### src/rtl/addsub_pipe_nbits.sv
// Pipelined N-bit adder/subtractor: STAGES ripple chunks of W = N/STAGES bits, carry
// registered between chunks, valid/ready flow control with a single global stall.
module addsub_pipe_nbits #(
    parameter int N      = 16,
    parameter int STAGES = 4
) (
    input  logic         clk,
    input  logic         rst,
    input  logic         in_valid,
    output logic         in_ready,
    input  logic [N-1:0] A,
    input  logic [N-1:0] B,
    input  logic         sub,
    output logic         out_valid,
    input  logic         out_ready,
    output logic [N-1:0] S,
    output logic         Cout,
    output logic         Ovf
);

    localparam int W = N / STAGES;

    generate
        if (N < 2 || STAGES < 1 || STAGES > N || (N % STAGES) != 0) begin : g_bad_params
            $error("addsub_pipe_nbits: need N >= 2, 1 <= STAGES <= N, N %% STAGES == 0");
        end
    endgenerate

    // Stage registers; index STAGES-1 is the output register.
    logic         vld_reg [STAGES];
    logic [N-1:0] a_reg   [STAGES];
    logic [N-1:0] b_reg   [STAGES];
    logic [N-1:0] res_reg [STAGES];
    logic         cy_reg  [STAGES];
    logic         ovf_reg;

    // Per-stage inputs (from the previous register, or the ports for stage 0) and next values.
    logic         vld_in  [STAGES];
    logic [N-1:0] a_in    [STAGES];
    logic [N-1:0] b_in    [STAGES];
    logic [N-1:0] res_in  [STAGES];
    logic         cin     [STAGES];
    logic [N-1:0] res_next[STAGES];
    logic         cy_next [STAGES];
    logic         ovf_next;

    logic         advance;
    logic [N-1:0] b_eff;

    assign b_eff     = sub ? ~B : B;
    assign advance   = !vld_reg[STAGES-1] || out_ready;
    assign in_ready  = advance;
    assign out_valid = vld_reg[STAGES-1];
    assign S         = res_reg[STAGES-1];
    assign Cout      = cy_reg[STAGES-1];
    assign Ovf       = ovf_reg;

    genvar gi;
    generate
        for (gi = 0; gi < STAGES; gi++) begin : g_stage
            logic [W:0] sum;

            if (gi == 0) begin : g_head
                assign vld_in[gi] = in_valid;
                assign a_in[gi]   = A;
                assign b_in[gi]   = b_eff;
                assign res_in[gi] = '0;
                assign cin[gi]    = sub;
            end else begin : g_body
                assign vld_in[gi] = vld_reg[gi-1];
                assign a_in[gi]   = a_reg[gi-1];
                assign b_in[gi]   = b_reg[gi-1];
                assign res_in[gi] = res_reg[gi-1];
                assign cin[gi]    = cy_reg[gi-1];
            end

            assign sum = {1'b0, a_in[gi][gi*W +: W]} + {1'b0, b_in[gi][gi*W +: W]}
                       + (W+1)'(cin[gi]);
            assign cy_next[gi] = sum[W];
            // Bits above the chunks done so far are always zero, so OR merges the new chunk.
            assign res_next[gi] = res_in[gi] | (N'(sum[W-1:0]) << (gi*W));

            if (gi == STAGES - 1) begin : g_tail
                // Carry into bit N-1 recovered from the sum bit and its two operand bits.
                assign ovf_next = (sum[W-1] ^ a_in[gi][N-1] ^ b_in[gi][N-1]) ^ sum[W];
            end
        end
    endgenerate

    always_ff @(posedge clk) begin
        if (rst) begin
            for (int k = 0; k < STAGES; k++) begin
                vld_reg[k] <= 1'b0;
                a_reg[k]   <= '0;
                b_reg[k]   <= '0;
                res_reg[k] <= '0;
                cy_reg[k]  <= 1'b0;
            end
            ovf_reg <= 1'b0;
        end else if (advance) begin
            for (int k = 0; k < STAGES; k++) begin
                vld_reg[k] <= vld_in[k];
                if (vld_in[k]) begin
                    a_reg[k]   <= a_in[k];
                    b_reg[k]   <= b_in[k];
                    res_reg[k] <= res_next[k];
                    cy_reg[k]  <= cy_next[k];
                end
            end
            if (vld_in[STAGES-1]) begin
                ovf_reg <= ovf_next;
            end
        end
    end

endmodule
### config.mk
export PLATFORM = sky130hd
export DESIGN_NAME = addsub_pipe_nbits
export DESIGN_NICKNAME = d
export VERILOG_FILES = /design/src/rtl/addsub_pipe_nbits.sv
export SDC_FILE = /design/constraint.sdc
export NUM_CORES = 1
export LEC_CHECK = 0
export CAP_MARGIN = 15
export CORE_MARGIN = 1.5
export CORE_UTILIZATION = 59
export CTS_CLUSTER_SIZE = 8
export DETAILED_ROUTE_END_ITERATION = 16
export GPL_ROUTABILITY_DRIVEN = 0
export PLACE_DENSITY_LB_ADDON = 0.08
export SLEW_MARGIN = 10
export SYNTH_ARGS = -nofsm -noshare
export SYNTH_HDL_FRONTEND = slang
export SYNTH_SLANG_ARGS = --single-unit
### constraint.sdc
create_clock -name clk -period 4.11 [get_ports clk]
set_input_delay 0.411 -clock clk [delete_from_list [all_inputs] [get_ports clk]]
set_output_delay 0.411 -clock clk [all_outputs]
set_load 0.01 [all_outputs]
# After elaboration in Yosys (flattened, before gate mapping)

Memory sizes are Yosys's and may differ from the RTL's.
Index checks and enable logic that the tools add are counted.

Logic and storage cells: 86
Input port bits: 37
Register bits: 1
Bits in writable memories: 200
Output and inout bits: 20
Memories: 5

Memory list:

| name    | words | width | rd ports | clocked after Yosys merged registers in | write ports | RTL line | RTL |
|---|---|---|---|---|---|---|---|
| a_reg   | 4     | 16    | 3        | 0                                       | 4           | 31       | `logic [N-1:0] a_reg [STAGES];` |
| b_reg   | 4     | 16    | 3        | 0                                       | 4           | 32       | `logic [N-1:0] b_reg [STAGES];` |
| res_reg | 4     | 16    | 4        | 0                                       | 4           | 33       | `logic [N-1:0] res_reg [STAGES];` |
| cy_reg  | 4     | 1     | 4        | 0                                       | 4           | 34       | `logic cy_reg [STAGES];` |
| vld_reg | 4     | 1     | 4        | 0                                       | 4           | 30       | `logic vld_reg [STAGES];` |

Mux-type cells: 42
Reduce and logical (&&, ||, !) cells: 3
Bitwise gates (word level): 27
Add/sub/neg operators: 8

Operators with widths:

| kind                         | count |
|---|---|
| 2-to-1 mux 16 bit            | 13 |
| 2-to-1 mux 1 bit             | 29 |
| adder 4 x 4 -> 5 bit         | 4 |
| adder 5 x 1 -> 5 bit         | 4 |
| bitwise OR 1 bit             | 20 |
| inverter 16 bit              | 1 |
| bitwise OR 16 x 12 -> 16 bit | 1 |
| bitwise OR 16 bit            | 1 |
| bitwise OR 16 x 8 -> 16 bit  | 1 |
| XOR 1 bit                    | 3 |
| AND reduction 2 bit          | 1 |
| zero test 1 bit              | 1 |
| logical OR 1 bit             | 1 |

# Depth between registers and ports, before layout

An unclocked memory read counts as a cell.

Depth in word-level cells: 7
Gate-level depth with buffers: 8
Gate-level depth less buffers: 7

# Worst setup path after synthesis

Ideal clock, no wire load.

Path type: register to register
From: mem a_reg[2][12] (netlist: a_reg[0][44])
To: reg ovf_reg (netlist: Ovf)
Cell stages (with the launch flop): 8
Clock period less this slack: 2073 ps
Arrival time: 1950 ps
Library setup time: 122 ps
Path slack: 2037 ps
Cells stage by stage: edfxtp_1 fa_1 fa_1 a21o_1 a21oi_1 xnor2_1 xnor2_1 o21ai_0

RTL lines:

| element              | RTL line | RTL |
|---|---|---|
| from (decl)          | 31       |  |
| to (signal assigned) | 111      | `ovf_reg <= ovf_next;` |
| to (decl)            | 35       | `logic ovf_reg;` |

==> impl_metrics.yaml <==
global_route:
  grt_antenna_before_repair: 0
  grt_pass1_wl_um: 9360
  grt_max_degree: 70
  grt_usage: 0.163
  grt_pass1_vias: 2145
  globalRouteOverflowTotal: 0
routing:
  drc: 0
  first_pass_iters: 4
  via_count: 2263
  wl_um: 5550
  detail-route-antenna-nets: 0
  vias_per_cell: 5.07
  routedWlPerCell_um: 12.4
  drt_iter0_markers: 117
floorplan:
  start_util: 0.618
  dieArea_mm2: 0.00775
  ios: 57
  die_x_um: 88.1
  rows: 30
  coreArea_mm2: 0.00691
  fp.dieH_um: 88.1
flow_run:
  cap_violations: 0
timing:
  setup_viol: 0
  maxSlewViolCount: 0
  rsz0062_at_grt: "false"
  fin_crit_ns: 2.42
  fmax_mhz: 412
  max-slew-margin-rel: 0.297
  worst_slew_pin_slew_ns: 1.05
  holdWs_ns: 0.504
  hold_violations: 0
  tns_ns: 0
  post-route-period-util: 0.590
  finalClockSkew_ns: 0.00736
power_and_ir_drop:
  clock_power_share: 0.292
  p_per_area_mw_per_mm2: 388
  ir_worst_vdd_mv: 0.254
  p_int_mw: 1.50
  leakage_nw: 2.17
  netSwitchingPower_uw: 464
  power_frac_comb: 0.105
  pwr-share-seq: 0.603
  swShare: 0.237
worst_setup_path:
  critical_path.max_fanout: 16
  critPathRequiredTime_ns: 4.22
  max_stage_delay_ns: 0.83
  cp-end-kind: "register"
  critPathKind: "in2reg"
  setup.worst_path.start_class: "primary input"
  path_buf_inv: 1
  path_delay_family: "buffers and inverters"
  worstPathArrival_ns: 2.54
  cp_slowest_cell: "clkdlybuf4s50_1"
  cp_cell_sequence: "clkdlybuf4s50_1 > mux2_2 > fa_1 > a21o_1 > a21oi_1 > nor2_1"
yosys:
  yosysSeqAreaShare: 0.680
  syn_inst: 294
  ys_seq_elements: 97
  syn_area_per_cell_um2: 14.5
  synthDistinctLibCells: 28
  synth_compound_area_frac: 0.0296
  synthAdderAreaFrac: 0.0680
  synth_xor_xnor_area_share: 0.0513
  synth_top_family_by_area: "simple AND/OR/NAND/NOR gates"
  yosysWarnings: 0
  synth_mux_area_frac: 0.00264
  synthSimpleGateAreaFrac: 0.138
  synth_nets: 350
  syn_area_mm2: 0.00427
clocking:
  numCtsBuffers: 9
  postCtsSetupRepairBufs: 0
  postCtsResizedCells: 0
  h-tree-depth: 3
  holdBufCountCts: 0
  clkTransAtPathRegs_ns: 0.10
  cts.sinks: 97
  cts_root_buf: "clkbuf_8"
  clk_latency_ns: 0.36
  cts_buffer_depth: 2
  tritoncts: "done"
placement:
  port_buffers: 56
  dp_hpwl_um: 3880
  place_area_mm2: 0.00486
layout:
  drive_gt1_frac: 0.0600
  postLayoutCoreUtil: 0.731
  largest_reg_flops: 40
  syn_to_final_growth_pct: 18.3
  nets: 401
  stdcell_area_mm2: 0.00505
  diodes: 0
status:
  status: "finished, final reports clean"
hold_path:
  hold_class: "reg2reg"
==> cell usage in the layout, fill, tap and decap left out, types with 3 or more instances in the layout <==
master / n
ha_1: 12
xor2_1: 7
a21oi_1: 7
edfxtp_1: 96
clkdlybuf4s50_1: 56
nor2b_1: 4
inv_1: 12
and3_1: 65
nor2_1: 22
xnor2_1: 18
clkbuf_8: 9
o21ai_0: 3
fa_1: 7
a21o_1: 9
nand2_1: 4
clkinv_4: 4
==> cell usage after synthesis <==
| master | n | share of area |
|---|---|---|
| clkbuf_2 | 1 | 0.0012 |
| nor2_1 | 22 | 0.019 |
| a21oi_1 | 7 | 0.0082 |
| and2b_4 | 1 | 0.0023 |
| mux2_2 | 1 | 0.0026 |
| or2_2 | 1 | 0.0015 |
| xor2_1 | 7 | 0.014 |
| nand2b_1 | 2 | 0.0029 |
| dfxtp_1 | 1 | 0.0047 |
| nand3b_1 | 1 | 0.0018 |
| clkbuf_1 | 10 | 0.0088 |
| nor3_1 | 2 | 0.0023 |
| nand2_2 | 1 | 0.0015 |
| buf_2 | 1 | 0.0012 |
| xnor2_1 | 18 | 0.037 |
| ha_1 | 12 | 0.035 |
| buf_6 | 2 | 0.0053 |
| nor2b_1 | 4 | 0.0059 |
| buf_4 | 2 | 0.0035 |
| nand2_1 | 4 | 0.0035 |
| and3_1 | 65 | 0.095 |
| fa_1 | 7 | 0.033 |
| o21ai_0 | 3 | 0.0035 |
| and2_1 | 1 | 0.0015 |
| a21o_1 | 9 | 0.016 |
| a21oi_2 | 1 | 0.0021 |
| inv_1 | 12 | 0.011 |
| edfxtp_1 | 96 | 0.68 |
==> power by group through the flow <==
stage,clock [mW],combinational (mW),sequential (mW)
final,0.572,0.207,1.18
after CTS,0.577,0.209,1.18
after global placement,0,0.201,1.20
after floorplan,0,0.129,1.20
after detailed placement,0,0.208,1.20
after global routing,0.609,0.232,1.19
==> path summary, 6_finish.rpt <==
path                                                  from  cells past startpoint                          to  slack (ns)
worst max register to register  a_reg[0][44]$_SDFFCE_PN0P_                      7            Ovf$_SDFFE_PP0P_        1.90
worst max-delay path                                   sub                      6  cy_reg[0][0]$_SDFFCE_PN0P_        1.69
worst min-delay path                      Ovf$_SDFFE_PP0P_                      2            Ovf$_SDFFE_PP0P_        0.50
worst min register to register            Ovf$_SDFFE_PP0P_                      2            Ovf$_SDFFE_PP0P_        0.50
==> kinds of logic (layout without fill, tap and decap cells) <==
logic type      after synthesis  in the layout
compound gates               20             20
fa+ha+maj                    19             19
xor+xnor                     25             25
flops                        97             97
buf+inv                      28             84
simple gates                104            104
mux                           1              1
==> stage by stage <==
stage          cells  setup slack (ns)  total power [mW]
3_3_place_gp     430              1.33              1.40
6_report         446              1.69              1.96
2_1_floorplan    294              2.04              1.33
5_1_grt          446              1.58              2.03
4_1_cts          446              1.67              1.97
3_5_place_dp     430              1.28              1.41
==> layer usage <==
| layer | up-vias | GRT usage | share of wire |
|---|---|---|---|
| met2 | 73 | 0.282 | 0.49 |
| li1 | 1158 | - | - |
| met3 | 7 | 0.0368 | 0.048 |
| met1 | 1025 | 0.186 | 0.44 |
| met5 | - | 0 | 0 |
| met4 | 0 | 0.0923 | 0.018 |
==> worst min-delay path: cells and delay by family (launching register included) <==
kind	cells	cell delay (ns)
AOI/OAI and AO/OA	1	0.07
and+or+nand+nor	1	0.07
DFF	1	0.33
==> cell type report <==
type | instances | area [um^2]
multi-input combinational | 169 | 1230
timing repair buffer | 56 | 561
inverter | 12 | 45.0
tap | 96 | 120
clock buffer | 9 | 124
sequential | 97 | 2900
clock inverter | 7 | 62.6
fill | 482 | 1860
No activity file was read; power rests on OpenSTA's default activity.
